File: src/rtl/numbers_flat_pkg.sv
// numbers_flat_pkg: field layout, FSM states and golden constants of the numbers_constant flat frame
package numbers_flat_pkg;
    localparam int FRAME_W = 80;
    localparam int DEC_W   = 32;
    localparam int DEC_LSB = 48;
    localparam int BIN_W   = 16;
    localparam int BIN_LSB = 32;
    localparam int OCT_W   = 12;
    localparam int OCT_LSB = 20;
    localparam int HEX_W   = 16;
    localparam int HEX_LSB = 4;
    localparam int UNS_W   = 4;
    localparam int UNS_LSB = 0;
    typedef enum logic {COLLECT, HOLD} state_t;
    localparam logic [DEC_W-1:0] GOLD_DEC     = 32'd100;
    localparam logic [BIN_W-1:0] GOLD_BIN     = 16'hAAAA;
    localparam logic [OCT_W-1:0] GOLD_OCT     = 12'o7654;
    localparam logic [HEX_W-1:0] GOLD_HEX     = 16'hBEEF;
    localparam logic [UNS_W-1:0] GOLD_UNSIZED = 4'h5;
endpackage

File: src/rtl/numbers_flat_field_slicer.sv
// numbers_flat_field_slicer: splits a flat frame into its constant fields; golden compare with NUMBERS_GOLDEN_CHECK_EN
module numbers_flat_field_slicer
    import numbers_flat_pkg::*;
(
    input  logic [FRAME_W-1:0] flat,
    output logic [DEC_W-1:0]   dec,
    output logic [BIN_W-1:0]   bin,
    output logic [OCT_W-1:0]   oct,
    output logic [HEX_W-1:0]   hex,
    output logic [UNS_W-1:0]   unsized
`ifdef NUMBERS_GOLDEN_CHECK_EN
    ,
    output logic               mismatch
`endif
);
    assign dec     = flat[DEC_LSB +: DEC_W];
    assign bin     = flat[BIN_LSB +: BIN_W];
    assign oct     = flat[OCT_LSB +: OCT_W];
    assign hex     = flat[HEX_LSB +: HEX_W];
    assign unsized = flat[UNS_LSB +: UNS_W];
`ifdef NUMBERS_GOLDEN_CHECK_EN
    assign mismatch = (dec != GOLD_DEC) || (bin != GOLD_BIN) || (oct != GOLD_OCT) ||
                      (hex != GOLD_HEX) || (unsized != GOLD_UNSIZED);
`endif
endmodule

File: src/rtl/numbers_flat_deserializer.sv
// numbers_flat_deserializer: reassembles MSB-first beats into a flat frame and presents its fields; NUMBERS_GOLDEN_CHECK_EN adds mismatch
module numbers_flat_deserializer
    import numbers_flat_pkg::*;
#(
    parameter int FLAT_W  = 80,
    parameter int CHUNK_W = 16
) (
    input  logic               clk,
    input  logic               rst,
    input  logic               s_valid,
    output logic               s_ready,
    input  logic [CHUNK_W-1:0] s_data,
    input  logic               s_last,
    output logic               m_valid,
    input  logic               m_ready,
    output logic [DEC_W-1:0]   const_dec,
    output logic [BIN_W-1:0]   const_bin,
    output logic [OCT_W-1:0]   const_oct,
    output logic [HEX_W-1:0]   const_hex,
    output logic [UNS_W-1:0]   const_unsized,
    output logic               frame_err
`ifdef NUMBERS_GOLDEN_CHECK_EN
    ,
    output logic               mismatch
`endif
);
    localparam int NBEATS = FLAT_W / CHUNK_W;
    localparam int CNT_W = NBEATS > 1 ? $clog2(NBEATS) : 1;
    localparam logic [CNT_W-1:0] LAST_BEAT = CNT_W'(NBEATS - 1);

    if (FLAT_W % CHUNK_W != 0) begin : g_bad_width
        $error("FLAT_W must be an exact multiple of CHUNK_W");
    end

    state_t state, next_state;
    logic [CNT_W-1:0] beat_cnt;
    logic [FLAT_W-1:0] shift_q, frame_next;
    logic accept, final_beat;
    logic [DEC_W-1:0] dec_n;
    logic [BIN_W-1:0] bin_n;
    logic [OCT_W-1:0] oct_n;
    logic [HEX_W-1:0] hex_n;
    logic [UNS_W-1:0] uns_n;
`ifdef NUMBERS_GOLDEN_CHECK_EN
    logic mis_n;
`endif

    assign accept     = s_valid && s_ready;
    assign final_beat = beat_cnt == LAST_BEAT;
    assign frame_next = (shift_q << CHUNK_W) | FLAT_W'(s_data);

    numbers_flat_field_slicer u_slicer (
        .flat     (frame_next),
        .dec      (dec_n),
        .bin      (bin_n),
        .oct      (oct_n),
        .hex      (hex_n),
        .unsized  (uns_n)
`ifdef NUMBERS_GOLDEN_CHECK_EN
        ,
        .mismatch (mis_n)
`endif
    );

    // next state and handshake outputs; s_ready and m_valid depend on state only
    always_comb begin
        next_state = state == COLLECT ? ((accept && final_beat) ? HOLD : COLLECT)
                                      : (m_ready ? COLLECT : HOLD);
        s_ready    = state == COLLECT;
        m_valid    = state == HOLD;
    end

    // state register
    always_ff @(posedge clk or posedge rst) begin
        if (rst) state <= COLLECT;
        else     state <= next_state;
    end

    // beat collection and framing check: early s_last drops the partial frame, missing s_last only flags
    always_ff @(posedge clk or posedge rst) begin
        if (rst) begin
            beat_cnt  <= '0;
            shift_q   <= '0;
            frame_err <= 1'b0;
        end else begin
            frame_err <= 1'b0;
            if (accept) begin
                if (final_beat) begin
                    beat_cnt  <= '0;
                    shift_q   <= frame_next;
                    frame_err <= !s_last;
                end else if (s_last) begin
                    beat_cnt  <= '0;
                    shift_q   <= '0;
                    frame_err <= 1'b1;
                end else begin
                    beat_cnt  <= beat_cnt + 1'b1;
                    shift_q   <= frame_next;
                end
            end
        end
    end

    // field registers load from the completed frame on the final-beat edge and hold through HOLD
    always_ff @(posedge clk or posedge rst) begin
        if (rst) begin
            const_dec     <= '0;
            const_bin     <= '0;
            const_oct     <= '0;
            const_hex     <= '0;
            const_unsized <= '0;
`ifdef NUMBERS_GOLDEN_CHECK_EN
            mismatch      <= 1'b0;
`endif
        end else if (accept && final_beat) begin
            const_dec     <= dec_n;
            const_bin     <= bin_n;
            const_oct     <= oct_n;
            const_hex     <= hex_n;
            const_unsized <= uns_n;
`ifdef NUMBERS_GOLDEN_CHECK_EN
            mismatch      <= mis_n;
`endif
        end
    end
endmodule

File: config.mk
export PLATFORM = sky130hd
export DESIGN_NAME = numbers_flat_deserializer
export DESIGN_NICKNAME = d
export VERILOG_FILES = /design/src/rtl/numbers_flat_pkg.sv /design/src/rtl/numbers_flat_field_slicer.sv /design/src/rtl/numbers_flat_deserializer.sv
export SDC_FILE = /design/constraint.sdc
export NUM_CORES = 1
export LEC_CHECK = 0
export BUFFER_PORTS_ARGS = -buffer_cell sky130_fd_sc_hd__clkbuf_2
export CORE_MARGIN = 4
export CORE_UTILIZATION = 50
export CTS_CLUSTER_DIAMETER = 200
export DETAILED_ROUTE_END_ITERATION = 6
export PLACE_DENSITY_LB_ADDON = 0.15
export SLEW_MARGIN = 20
export SYNTH_ARGS = -nofsm -noshare
export SYNTH_HDL_FRONTEND = slang
export SYNTH_HIERARCHICAL = 1
export SYNTH_SLANG_ARGS = --single-unit
export TNS_END_PERCENT = 20
File: constraint.sdc
create_clock -name clk -period 11.8 [get_ports clk]
set_clock_uncertainty 0.15 [all_clocks]
set_input_delay 1.18 -clock clk [delete_from_list [all_inputs] [get_ports clk]]
set_output_delay 1.18 -clock clk [all_outputs]
set_load 0.03 [all_outputs]
==> qor.csv <==
stage;metric;value;unit
power_and_ir_drop;p_clk_share;32.3;%
power_and_ir_drop;power.switching;0.000531;W
clock_tree;cts_setup_buffers;0;
yosys;yosys-top-cells-count;dfrtp_1, buf_4, mux2_2;
detailed_routing;drc;0;
grt;antenna_found_initial;0;
detailed_routing;totalWireLength;10.4;mm
setup_path;timing.rr.end;const_dec[13]$_DFFE_PP0P_;
yosys;yosys.area.top_type;dfrtp_1;
yosys;synth_flop_cell;dfrtp_1;
setup_path;cp-end-kind;register;
clock_tree;cts-hold-fix-buffers;0;
layout;area_growth;9.29;%
power_and_ir_drop;combPwrFrac;25.6;%
worst_hold_path;hold_class;register to register;
power_and_ir_drop;cellLeakagePower;3.52;nW
die;die_area;14100;sq um
sta;slew_headroom;47.5;%
grt;grt_max_degree;86;
sta;timing.fmax;366;MHz
die;die_w;119;um
die;die_h;119;um
setup_path;crit_type;input port to register;
yosys;syn_area_per_cell;14.7;sq um
grt;grt_pass1_vias;3384;
power_and_ir_drop;peakVddDrop;135;uV
sta;finalHoldViolCount;0;
sta;rsz0062_at_grt;false;
yosys;synth_nets;440;
yosys;synth.top_cells.by_area;dfrtp_1, mux2_2, buf_4;
setup_path;regToRegStartpoint;beat_cnt[0]$_DFFE_PP0P_;
layout;antenna_cells;0;
sta;drv_slew;0;
setup_path;regToRegSetupSlack;9.41;ns
yosys;synthCells;417;
clock_tree;clkSlewWorstSetupHoldPaths;0.05;ns
run_status;status;finished clean;
die;core_area;12000;sq um
yosys;postSynth.asyncResetShare;100;%
setup_path;critPathLaunchType;input port;
setup_path;worstPathMaxFanout;46;
power_and_ir_drop;intPower;0.00112;W
die;rows;40;
sta;holdWs;0.352;ns
yosys;synth_edf_count;0;
setup_path;path_cells;clkbuf_2 -> nor2b_4 -> nand3_4 -> buf_4 -> mux2_2;
die;start_util;51.0;%
detailed_routing;vias;3119;
worst_hold_path;min_from;shift_q[48]$_DFFE_PP0P_;
detailed_routing;routedWlPerCell;17.4;um
yosys;yosys_warnings;6;
setup_path;crit_required;11.94;ns
power_and_ir_drop;power.density;247;nW/um^2
setup_path;cpPeakStageDelay;0.59;ns
worst_hold_path;min_path_cells;1;
setup_path;worstPathArrival;2.88;ns
clock_tree;cts_root_buf;clkbuf_16;
clock_tree;cts_tree;built;
placed_design;portBuffers;103;
yosys;yosysSeqAreaShare;60.8;%
clock_tree;numCtsBuffers;17;
yosys;yosysMostFrequentCell;dfrtp_1;
sta;fin_tns_setup;0;ns
sta;max_slew.worst_pin.slew;0.788;ns
power_and_ir_drop;p_sw_share;32.1;%
yosys;yosysUniqueCellTypes;23;
clock_tree;insertion_delay;0.40;ns
yosys;syn_area;6130;sq um
setup_path;cp_slowest_cell;buf_4;
grt;grt_pass1_wl;17.7;mm
layout;nNetsFinal;464;
detailed_routing;firstDrtPassIters;4;
die;io-pin-count;104;
yosys;synth_top_cell_area_share;60.8;%
grt;overflow;0;
detailed_routing;avgViaCountPerCell;5.20;
clock_tree;clock_sinks;149;
setup_path;worstRegToRegCells;5;
placed_design;gp_congestion;0.772;
run;maxCapViolations;0;
sta;period_needed;2.73;ns
clock_tree;cts_resized;0;
layout;drive_gt1_share;48.1;%
power_and_ir_drop;seqPwrFrac;42.0;%
detailed_routing;drt_iter0_drc;178;
yosys;synth_seq_cells;149;
detailed_routing;antenna_left;0;
sta;finalSetupViolCount;0;
clock_tree;cts_buffer_depth;2;
clock_tree;htreeDepth;4;
worst_hold_path;min_to;shift_q[48]$_DFFE_PP0P_;
sta;finalCritPeriodShare;23.2;%
grt;track_usage;16.1;%
placed_design;dp_hpwl;6.58;mm
placed cells by master, fill, tap and decap left out, types with 3 or more instances in the layout:
cell type	n
mux2_2	80
clkbuf_1	5
clkbuf_2	103
dfrtp_1	149
clkbuf_8	7
buf_4	3
a22o_1	64
clkbuf_16	17
inv_1	4
critical path, delay by kind of cell:
| family | cells | cell delay (ns) |
|---|---|---|
| AND/OR/NAND/NOR | 2 | 0.55 |
| multiplexers | 1 | 0.40 |
| buffers and inverters | 2 | 0.69 |
through the flow:
| stage | area (sq um) | setup WS (ns) | instances | power (W) | util, % |
|---|---|---|---|---|---|
| detailed placement | 6100 | 8.62 | 569 | 0.00114 | 50.7 |
| CTS | 6700 | 9.06 | 600 | 0.00168 | 55.8 |
| floorplan | 6130 | 6.46 | 417 | 0.00104 | - |
| finish | 6700 | 9.07 | 600 | 0.00166 | 55.8 |
| global route | 6700 | 8.97 | 600 | 0.00174 | 55.8 |
| global placement | 6100 | 8.66 | 569 | 0.00112 | 50.7 |
how the worst max path moves through the flow:
| stage | from | slack, ns | depth (start not counted) | endpoint |
|---|---|---|---|---|
| final | s_valid | 9.07 | 5 | const_dec[13]$_DFFE_PP0P_ |
| after global routing | s_valid | 8.97 | 5 | const_dec[0]$_DFFE_PP0P_ |
| after CTS | s_valid | 9.06 | 5 | const_dec[0]$_DFFE_PP0P_ |
| after detailed placement | s_valid | 8.62 | 5 | const_dec[2]$_DFFE_PP0P_ |
| after global placement | s_valid | 8.66 | 5 | const_dec[2]$_DFFE_PP0P_ |
| after floorplan | rst | 6.46 | 1 | beat_cnt[0]$_DFFE_PP0P_ |
metal layers:
layer  vias up  GRT usage (%)  share of wire, %
met5         -              0                 0
met4         0           7.39               1.8
met3        12           5.74               5.4
met2        82           22.9                44
met1      1565           22.3                49
li1       1460              -                 -
kinds of logic after synthesis:
| family | share of synthesized area [%] |
|---|---|
| multiplexers | 14.7 |
| AND/OR/NAND/NOR | 1.14 |
| flip-flops | 60.8 |
| adder cells (fa/ha/maj) | 0.408 |
| buffers and inverters | 12.9 |
| AO/OA/AOI/OAI | 9.90 |
| XOR/XNOR | 0.143 |
cell type report:
type / count / area [sq um]
Clock buffer: 29 / 541
Clock inverter: 2 / 60.1
Fill cell: 988 / 5310
Inverter: 5 / 23.8
Multi-Input combinational cell: 161 / 1610
Sequential cell: 149 / 3730
Tap cell: 147 / 184
Timing Repair Buffer: 107 / 549
sequential cells by signal (all words and copies together), names as in the netlist:
register / cells
shift_q: 64
const_dec: 32
beat_cnt: 3
const_bin: 16
const_oct: 12
const_unsized: 4
frame_err: 1
m_valid: 1
const_hex: 16
power groups by stage:
stage	logic (W)	registers, W	clock network, W
after floorplan	0.000182	0.000859	0
after global placement	0.000425	0.000699	0
after detailed placement	0.000431	0.000705	0
after CTS	0.000433	0.000698	0.000550
after global routing	0.000456	0.000713	0.000575
final	0.000425	0.000696	0.000535
Note: power is estimated with default switching activity, not from simulation.
